`src/rtl/hangman_pkg.sv`:
```
// Shared constants and state types for the hangman word transmitter.
// WORD_TX_CHECKSUM_EN adds the SEND_CSUM state to word_tx_state_t.
package hangman_pkg;

  localparam logic [7:0] WORD_TX_START    = 8'h02;
  localparam logic [7:0] WORD_TX_END      = 8'h03;
  localparam logic [7:0] WORD_TX_EOG      = 8'h04;
  localparam logic [7:0] ASCII_UNDERSCORE = 8'h5F;

  typedef enum logic [2:0] {
    IDLE,
    SEND_START,
    SEND_BODY,
`ifdef WORD_TX_CHECKSUM_EN
    SEND_CSUM,
`endif
    SEND_END,
    SEND_EOG,
    WAIT_ACK
  } word_tx_state_t;

  // WAIT_ACK is split in two so each byte needs a full busy/idle cycle of the UART.
  typedef enum logic [1:0] {
    ISS_IDLE,
    ISS_WAIT_LOW,
    ISS_WAIT_HIGH
  } tx_issue_state_t;

endpackage

```
`src/rtl/tx_byte_issuer.sv`:
```
// Single-byte UART loader: pulses txclk once per accepted request, then waits
// for txready to fall and rise again before reporting done.
module tx_byte_issuer
  import hangman_pkg::*;
(
  input  logic       clk,
  input  logic       nRst,
  input  logic       req_i,
  input  logic [7:0] byte_i,
  input  logic       txready_i,
  output logic [7:0] txdata_o,
  output logic       txclk_o,
  output logic       issued_o,
  output logic       done_o
);

  tx_issue_state_t state_q, state_d;
  logic [7:0]      txdata_q;
  logic            txclk_q;

  always_ff @(posedge clk or negedge nRst) begin
    if (!nRst) begin
      state_q  <= ISS_IDLE;
      txdata_q <= 8'h00;
      txclk_q  <= 1'b0;
    end else begin
      state_q <= state_d;
      txclk_q <= issued_o;
      if (issued_o) txdata_q <= byte_i;
    end
  end

  always_comb begin
    state_d  = state_q;
    issued_o = 1'b0;
    done_o   = 1'b0;
    case (state_q)
      ISS_IDLE: begin
        if (req_i && txready_i) begin
          issued_o = 1'b1;
          state_d  = ISS_WAIT_LOW;
        end
      end
      ISS_WAIT_LOW: begin
        if (!txready_i) state_d = ISS_WAIT_HIGH;
      end
      ISS_WAIT_HIGH: begin
        if (txready_i) begin
          done_o  = 1'b1;
          state_d = ISS_IDLE;
        end
      end
      default: state_d = ISS_IDLE;
    endcase
  end

  assign txdata_o = txdata_q;
  assign txclk_o  = txclk_q;

endmodule

```
`src/rtl/word_tx_packer.sv`:
```
// Buffers keypad letters and ships them as START/letters/END frames over the UART,
// plus a standalone end-of-game byte. WORD_TX_CHECKSUM_EN inserts an XOR checksum byte.
module word_tx_packer
  import hangman_pkg::*;
#(
  parameter int unsigned MAX_LEN    = 8,
  parameter logic [7:0]  START_BYTE = WORD_TX_START,
  parameter logic [7:0]  END_BYTE   = WORD_TX_END,
  parameter logic [7:0]  EOG_BYTE   = WORD_TX_EOG
) (
  input  logic       clk,
  input  logic       nRst,
  input  logic       letter_valid,
  input  logic [7:0] letter,
  input  logic       word_submit,
  input  logic       game_end,
  input  logic       txready,
  output logic [7:0] txdata,
  output logic       txclk,
  output logic       busy,
  output logic [3:0] word_len,
  output logic       overflow
);

  localparam int unsigned IDXW      = $clog2(MAX_LEN);
  localparam logic [3:0]  MAX_LEN_W = 4'(MAX_LEN);
`ifdef WORD_TX_CHECKSUM_EN
  localparam word_tx_state_t TAIL_STATE = SEND_CSUM;
`else
  localparam word_tx_state_t TAIL_STATE = SEND_END;
`endif

  word_tx_state_t state_q, state_d;
  word_tx_state_t after_q, after_d;
  logic [3:0]     wordLen_q, wordLen_d;
  logic [3:0]     bodyIdx_q, bodyIdx_d;
  logic           overflow_q, overflow_d;
  logic           pendEog_q, pendEog_d;
  logic           lastEog_q, lastEog_d;
`ifdef WORD_TX_CHECKSUM_EN
  logic [7:0]     csum_q, csum_d;
`endif
  logic [7:0]     wordBuf [MAX_LEN];
  logic           bufWe;
  logic           req;
  logic [7:0]     reqByte;
  logic           issued;
  logic           done;

  tx_byte_issuer uIssuer (
    .clk       (clk),
    .nRst      (nRst),
    .req_i     (req),
    .byte_i    (reqByte),
    .txready_i (txready),
    .txdata_o  (txdata),
    .txclk_o   (txclk),
    .issued_o  (issued),
    .done_o    (done)
  );

  always_ff @(posedge clk or negedge nRst) begin
    if (!nRst) begin
      state_q    <= IDLE;
      after_q    <= IDLE;
      wordLen_q  <= 4'd0;
      bodyIdx_q  <= 4'd0;
      overflow_q <= 1'b0;
      pendEog_q  <= 1'b0;
      lastEog_q  <= 1'b0;
`ifdef WORD_TX_CHECKSUM_EN
      csum_q     <= 8'h00;
`endif
    end else begin
      state_q    <= state_d;
      after_q    <= after_d;
      wordLen_q  <= wordLen_d;
      bodyIdx_q  <= bodyIdx_d;
      overflow_q <= overflow_d;
      pendEog_q  <= pendEog_d;
      lastEog_q  <= lastEog_d;
`ifdef WORD_TX_CHECKSUM_EN
      csum_q     <= csum_d;
`endif
    end
  end

  // Letter storage needs no reset: word_len alone says which entries are live.
  always_ff @(posedge clk) begin
    if (bufWe) wordBuf[wordLen_q[IDXW-1:0]] <= letter;
  end

  always_comb begin
    state_d    = state_q;
    after_d    = after_q;
    wordLen_d  = wordLen_q;
    bodyIdx_d  = bodyIdx_q;
    overflow_d = overflow_q;
    pendEog_d  = pendEog_q;
    lastEog_d  = lastEog_q;
`ifdef WORD_TX_CHECKSUM_EN
    csum_d     = csum_q;
`endif
    bufWe      = 1'b0;
    req        = 1'b0;
    reqByte    = 8'h00;

    if (letter_valid) begin
      if (state_q == IDLE && wordLen_q < MAX_LEN_W) begin
        bufWe     = 1'b1;
        wordLen_d = wordLen_q + 4'd1;
`ifdef WORD_TX_CHECKSUM_EN
        csum_d    = csum_q ^ letter;
`endif
      end else begin
        overflow_d = 1'b1;
      end
    end

    if (state_q == SEND_EOG && issued) pendEog_d = 1'b0;
    if (game_end) pendEog_d = 1'b1;

    case (state_q)
      IDLE: begin
        if (word_submit) state_d = SEND_START;
        else if (pendEog_q) state_d = SEND_EOG;
      end
      SEND_START: begin
        req     = 1'b1;
        reqByte = START_BYTE;
        if (issued) begin
          state_d   = WAIT_ACK;
          bodyIdx_d = 4'd0;
          after_d   = (wordLen_q != 4'd0) ? SEND_BODY : TAIL_STATE;
        end
      end
      SEND_BODY: begin
        req     = 1'b1;
        reqByte = wordBuf[bodyIdx_q[IDXW-1:0]];
        if (issued) begin
          state_d   = WAIT_ACK;
          bodyIdx_d = bodyIdx_q + 4'd1;
          after_d   = (bodyIdx_q == wordLen_q - 4'd1) ? TAIL_STATE : SEND_BODY;
        end
      end
`ifdef WORD_TX_CHECKSUM_EN
      SEND_CSUM: begin
        req     = 1'b1;
        reqByte = csum_q;
        if (issued) begin
          state_d = WAIT_ACK;
          after_d = SEND_END;
        end
      end
`endif
      SEND_END: begin
        req     = 1'b1;
        reqByte = END_BYTE;
        if (issued) begin
          state_d   = WAIT_ACK;
          after_d   = IDLE;
          lastEog_d = 1'b0;
        end
      end
      SEND_EOG: begin
        req     = 1'b1;
        reqByte = EOG_BYTE;
        if (issued) begin
          state_d   = WAIT_ACK;
          after_d   = IDLE;
          lastEog_d = 1'b1;
        end
      end
      WAIT_ACK: begin
        if (done) begin
          state_d = after_q;
          // Only a finished word frame empties the buffer; the EOG byte leaves it alone.
          if (after_q == IDLE && !lastEog_q) begin
            wordLen_d  = 4'd0;
            overflow_d = 1'b0;
`ifdef WORD_TX_CHECKSUM_EN
            csum_d     = 8'h00;
`endif
          end
        end
      end
      default: state_d = IDLE;
    endcase
  end

  assign busy     = (state_q != IDLE);
  assign word_len = wordLen_q;
  assign overflow = overflow_q;

endmodule

```
`config.mk`:
```
export PLATFORM = sky130hd
export DESIGN_NAME = word_tx_packer
export DESIGN_NICKNAME = d
export VERILOG_FILES = /design/src/rtl/hangman_pkg.sv /design/src/rtl/tx_byte_issuer.sv /design/src/rtl/word_tx_packer.sv
export SDC_FILE = /design/constraint.sdc
export NUM_CORES = 1
export LEC_CHECK = 0
export ABC_AREA = 1
export BUFFER_PORTS_ARGS = -buffer_cell sky130_fd_sc_hd__buf_2
export CORE_MARGIN = 2
export CORE_UTILIZATION = 35
export DETAILED_ROUTE_END_ITERATION = 10
export SLEW_MARGIN = 25
export SYNTH_ARGS = -nofsm -noshare
export SYNTH_HDL_FRONTEND = slang
export SYNTH_SLANG_ARGS = --single-unit
```
`constraint.sdc`:
```
create_clock -name clk -period 3 [get_ports clk]
set_clock_uncertainty 0.15 [all_clocks]
set_input_delay 0.15 -clock clk [delete_from_list [all_inputs] [get_ports clk]]
set_output_delay 0.15 -clock clk [all_outputs]
set_load 0.1 [all_outputs]
```
* After elaboration in Yosys (flattened, before gate mapping) *
Memory sizes are Yosys's and may differ from the RTL's.
Cells that the tools add are included.

word-level totals
  word-level logic and storage cells = 98
  RAM bits = 64
  flip-flop bits (word level) = 28
  memories = 1
  output and inout port bits = 15

memories
  memory   words  width  rd ports  clocked after memory_dff  write ports  RTL line              RTL
  wordBuf  8      8      1         0                         1            word_tx_packer.sv:43  logic [7:0] wordBuf [MAX_LEN];

operators by class
  magnitude comparators = 1
  mux-type cells = 43
  add/sub/neg operators = 3
  equality and inequality tests = 19
  reductions and logical operators = 21

operators by type and width
  operator                                              number
  one-hot mux 8 bit (4 select lines)                    1
  2-to-1 mux 4 bit                                      7
  2-to-1 mux 3 bit                                      7
  2-to-1 mux 1 bit                                      20
  one-hot mux 3 bit (3 select lines)                    2
  != test 2 bit (second input constant)                 7
  AND reduction 3 bit                                   4
  adder 4 x 1 -> 4 bit (second input constant)          2
  one-hot mux 4 bit (2 select lines)                    1
  equality test 3 x 2 -> 1 bit (second input constant)  2
  equality test 3 bit (second input constant)           2
  zero test 3 bit                                       2
  2-to-1 mux 2 bit                                      3
  != test 2 x 1 -> 1 bit (second input constant)        3
  one-hot mux 2 bit (3 select lines)                    1
  nonzero test 2 bit                                    3
  nonzero test 3 bit                                    2
  equality test 4 bit                                   1
  logical AND 1 bit                                     4
  less-than comparator 4 bit (second input constant)    1
  AND reduction 4 bit                                   1
  nonzero test 4 bit                                    1
  OR reduction 4 bit                                    1
  subtractor 4 x 1 -> 4 bit (second input constant)     1
  8 further kinds                                       8

* Depth between registers and ports, before layout *
  depth in word-level cells = 9
  gate-level depth with buffers = 9
  depth with buffers taken out = 9

* Modules after synthesis *
Synthesis repeated with hierarchy kept, for this count alone.

second synthesis, totals
  cell total of the unflattened synthesis = 409
  area total of the unflattened synthesis = 4,083.9 µm²

modules (own cells, without submodules)
  module          area each (µm²)  cells each  times used  seq. area each (µm²)
  word_tx_packer  3,623.5          361         1           2,322.2
  tx_byte_issuer  460.4            48          1           275.3

* Worst setup path after synthesis *
OpenSTA, ideal clock, no wires.

  kind = register to register
  start = register state_q[0]
  end = memory wordBuf[5][0], enable pin
  arrival time = 2.026 ns
  library setup time = 0.383 ns
  stages on the path, launching flop included = 8
  clock period less this slack = 2.560 ns
  path buffers = 0
  required time = 2.467 ns
  setup slack = 0.440 ns
  cells stage by stage = dfrtp_1 nor2_4 nand2_2 nor2_2 nand2_2 inv_2 nand2_4 nor3_1

between the ends
  word-level cells in the longest chain between the ends = 6

ends and longest elaborated chain
  item                                    RTL line               RTL
  from (decl)                             word_tx_packer.sv:33   word_tx_state_t state_q, state_d;
  from (signal assigned)                  word_tx_packer.sv:75   state_q <= state_d;
  zero test 3 bit                         word_tx_packer.sv:109  if (state_q == IDLE && wordLen_q < MAX_LEN_W) begin
  logical AND 1 bit                       word_tx_packer.sv:109
  2-to-1 mux 1 bit                        word_tx_packer.sv:109
  2-to-1 mux 1 bit                        word_tx_packer.sv:108  if (letter_valid) begin
  2-to-1 mux 1 bit                        word_tx_packer.sv:90   if (bufWe) wordBuf[wordLen_q[IDXW-1:0]] <= letter;
  2-to-1 mux 1 bit (implied by the code)  word_tx_packer.sv:90
  to (decl)                               word_tx_packer.sv:43

No other way between the ends.

* Final worst setup path *
  start = register state_q[0]
  end = memory wordBuf[6][5], enable pin

The elaborated chain is that of the path after synthesis.

==> qor.csv <==
metric;value;unit
netlist_area;4020;um^2
fin_crit;2180;ps
cp.arrival;2010;ps
dp.cells;554;
cts_tree;yes;
ctsLongestPathBuffers;2;
overflow;0;
whs;-2.82;ps
clk_latency;340;ps
die_w;111;um
nFillCells;1105;
crit_path_max_fanout;8;
post-cts-setup-buffers;0;
tightestPinTransition;654;ps
insertedDiodeCount;0;
dieArea;12300;um^2
cts_made_buffers;9;
ff2ff_setup_slack;820;ps
num_vias;2817;
synth_seq_cells;91;
place_ws;822;ps
rsz0062_at_grt;false;
critPathKind;reg2reg;
grt_pass1_wl;14.7;mm
viasPerCell;4.87;
worstSetupEndpointType;register;
groute.usage.overall;0.155;
synth_top_cell_by_area;edfxtp_1;
io_pins;29;
synth_cell_type_count;31;
drt-total-wl;9.17;mm
ir_drop;707;uV
clkSinkCount;91;
area_growth;17.0;%
violations;negative hold slack;
yosys_warnings;0;
grt_max_degree;41;
pwr_density_cell;1030;nW/um^2
status;finished, violations left;
fin_nets;448;
slew_headroom;0.562;
max_freq;0.458;GHz
rows;39;
syn_nets;408;
grt_pass1_vias;2744;
hold_viol;4;
power.leakage;1.96;nW
power;4.86;mW
rr_startpoint;state_q[0];
path_clk_slew;70;ps
synth-seq-area-share;0.647;
slew_viol_final;0;
portBuffers;28;
core_area;11300;um^2
tns;0;ps
fin_cells;578;
dr.pass1.iters;5;
drt-wirelength-per-cell;15.9;um
place_hpwl;6.35;mm
critPathRequiredTime;2830;ps
routabilityCongestion;0.838;
worstSetupStartpointType;register;
worst_slack;816;ps
drtIter0Drc;207;
die_h;111;um
drc;0;
initial_core_util;0.355;
synth_cells;390;
grt_antenna_before_repair;0;
clockRootBuffer;clkbuf_16;
hp-start;letter[1];
finalSetupViolCount;0;
syn_area_per_cell;10.3;um^2
synth_area_leaders;edfxtp_1, dfrtp_1, nand2_1;
drv_cap;0;
drive_gt1_frac;0.168;
finalCritPeriodShare;0.728;
startpoint;state_q[0];
hp-class;in2reg;
htreeDepth;3;
antenna_left;0;
yosysTopAreaCellShare;0.479;
[state kept, by name, indices dropped and copies added (netlist names), 2 cells and up]
| signal | flops |
|---|---|
| after_q | 2 |
| bodyIdx_q | 4 |
| state_q | 3 |
| uIssuer.state_q | 2 |
| uIssuer.txdata_o | 8 |
| wordBuf | 64 |
| word_len | 4 |
[area by class of cell]
class                           instances  area (um^2)  share of cell area
Clock buffer                            9          225              0.0479
Sequential cell                        91         2600               0.553
Inverter                               41          156              0.0333
Timing Repair Buffer                   40          250              0.0532
Multi-Input combinational cell        247         1210               0.257
Tap cell                              143          179              0.0381
Clock inverter                          7         81.3              0.0173
[routing by layer]
layer | vias to the layer above | part of all wire | GRT usage | routed length, um
li1 | 1384 | - | - | -
met1 | 1357 | 0.44 | 0.197 | 3990
met2 | 66 | 0.50 | 0.261 | 4570
met3 | 10 | 0.054 | 0.0383 | 496
met4 | 0 | 0.012 | 0.0486 | 108
met5 | - | 0 | 0 | 0
[report_power, final]
part | switching (mW) | total, mW | internal, mW
logic | 1.54 | 2.01 | 0.472
clock network | 0.547 | 1.14 | 0.594
registers | 0.183 | 1.71 | 1.53
[worst max-delay path, cell delays in order, from the launching register on]
cell and delay [ps]:
dfrtp_1 480, nor2_4 170, nand2_2 100, nor2_2 100, nand2_2 100, inv_2 110, nand2_1 90, nor2_1 520
[cell families (layout without fill, tap and decap cells)]
logic type | Yosys count | after routing | synth area share
and+or+nand+nor | 183 | 183 | 0.200
buffers and inverters | 52 | 97 | 0.0517
xor gates and xnor gates | 4 | 4 | 0.00873
AOI/OAI and AO/OA | 56 | 56 | 0.0804
DFF | 91 | 91 | 0.647
adders and majority gates | 4 | 4 | 0.0125
[what timing repair did]
item / in CTS / in global routing
hold buffers: 8 / 0
resized for setup: 0 / 0
hold endpoints to repair: 60 / 0
[through the flow]
step / utilization / area [um^2] / hold slack, ps
after floorplan: - / 4020 / -296
after CTS: 0.415 / 4700 / 4.66
final: 0.415 / 4700 / -2.82
after detailed placement: 0.381 / 4310 / 61.3
after global routing: 0.415 / 4700 / 8.06
after global placement: 0.381 / 4310 / 44.3
[cells in the mapped netlist, drive strengths merged]
cell    instances
nand2          88
edfxtp         64
nor2           58
inv            39
o21ai          35
nand3          31
dfrtp          27
a21oi           9
buf             8
o211ai          6
nor3            5
ha              4
clkbuf          3
o22ai           3
clkinv          2
xnor2           2
xor2            2
a211oi          1
a22o            1
o31ai           1
or2             1
[path summary, 6_finish.rpt]
kind | depth (start not counted) | endpoint
setup / recovery | 7 | wordBuf[6][5]
hold / removal | 1 | wordBuf[0][1]
setup reg to reg | 7 | wordBuf[6][5]
hold reg to reg | 1 | uIssuer.state_q[1]
max in group asynchronous | 2 | word_len[2]
min in group asynchronous | 2 | lastEog_q
[layout by cell type, fill, tap and decap left out]
master,netlist,final
clkinv_1,2,2
o21ai_1,10,10
edfxtp_1,64,64
inv_6,0,1
inv_8,0,2
a22o_1,1,1
nor3_1,4,4
o22ai_1,3,3
nor2_1,53,53
ha_1,4,4
clkbuf_16,0,9
clkinv_4,0,2
or2_1,1,1
nand2_4,3,3
a211oi_1,1,1
a21oi_1,5,5
nor2_4,3,3
buf_2,8,28
buf_4,0,4
clkinv_8,0,2
inv_2,7,7
o31ai_1,1,1
a21oi_2,4,4
nand3_2,1,1
xor2_1,2,2
inv_4,1,1
nand2_2,3,3
inv_1,31,31
nor3_2,1,1
dlygate4sd3_1,0,8
xnor2_1,2,2
nor2_2,2,2
o211ai_1,6,6
o21ai_0,25,25
nand3_1,30,30
dfrtp_1,27,27
nand2_1,82,82
Note: power is estimated with default switching activity, not from simulation.
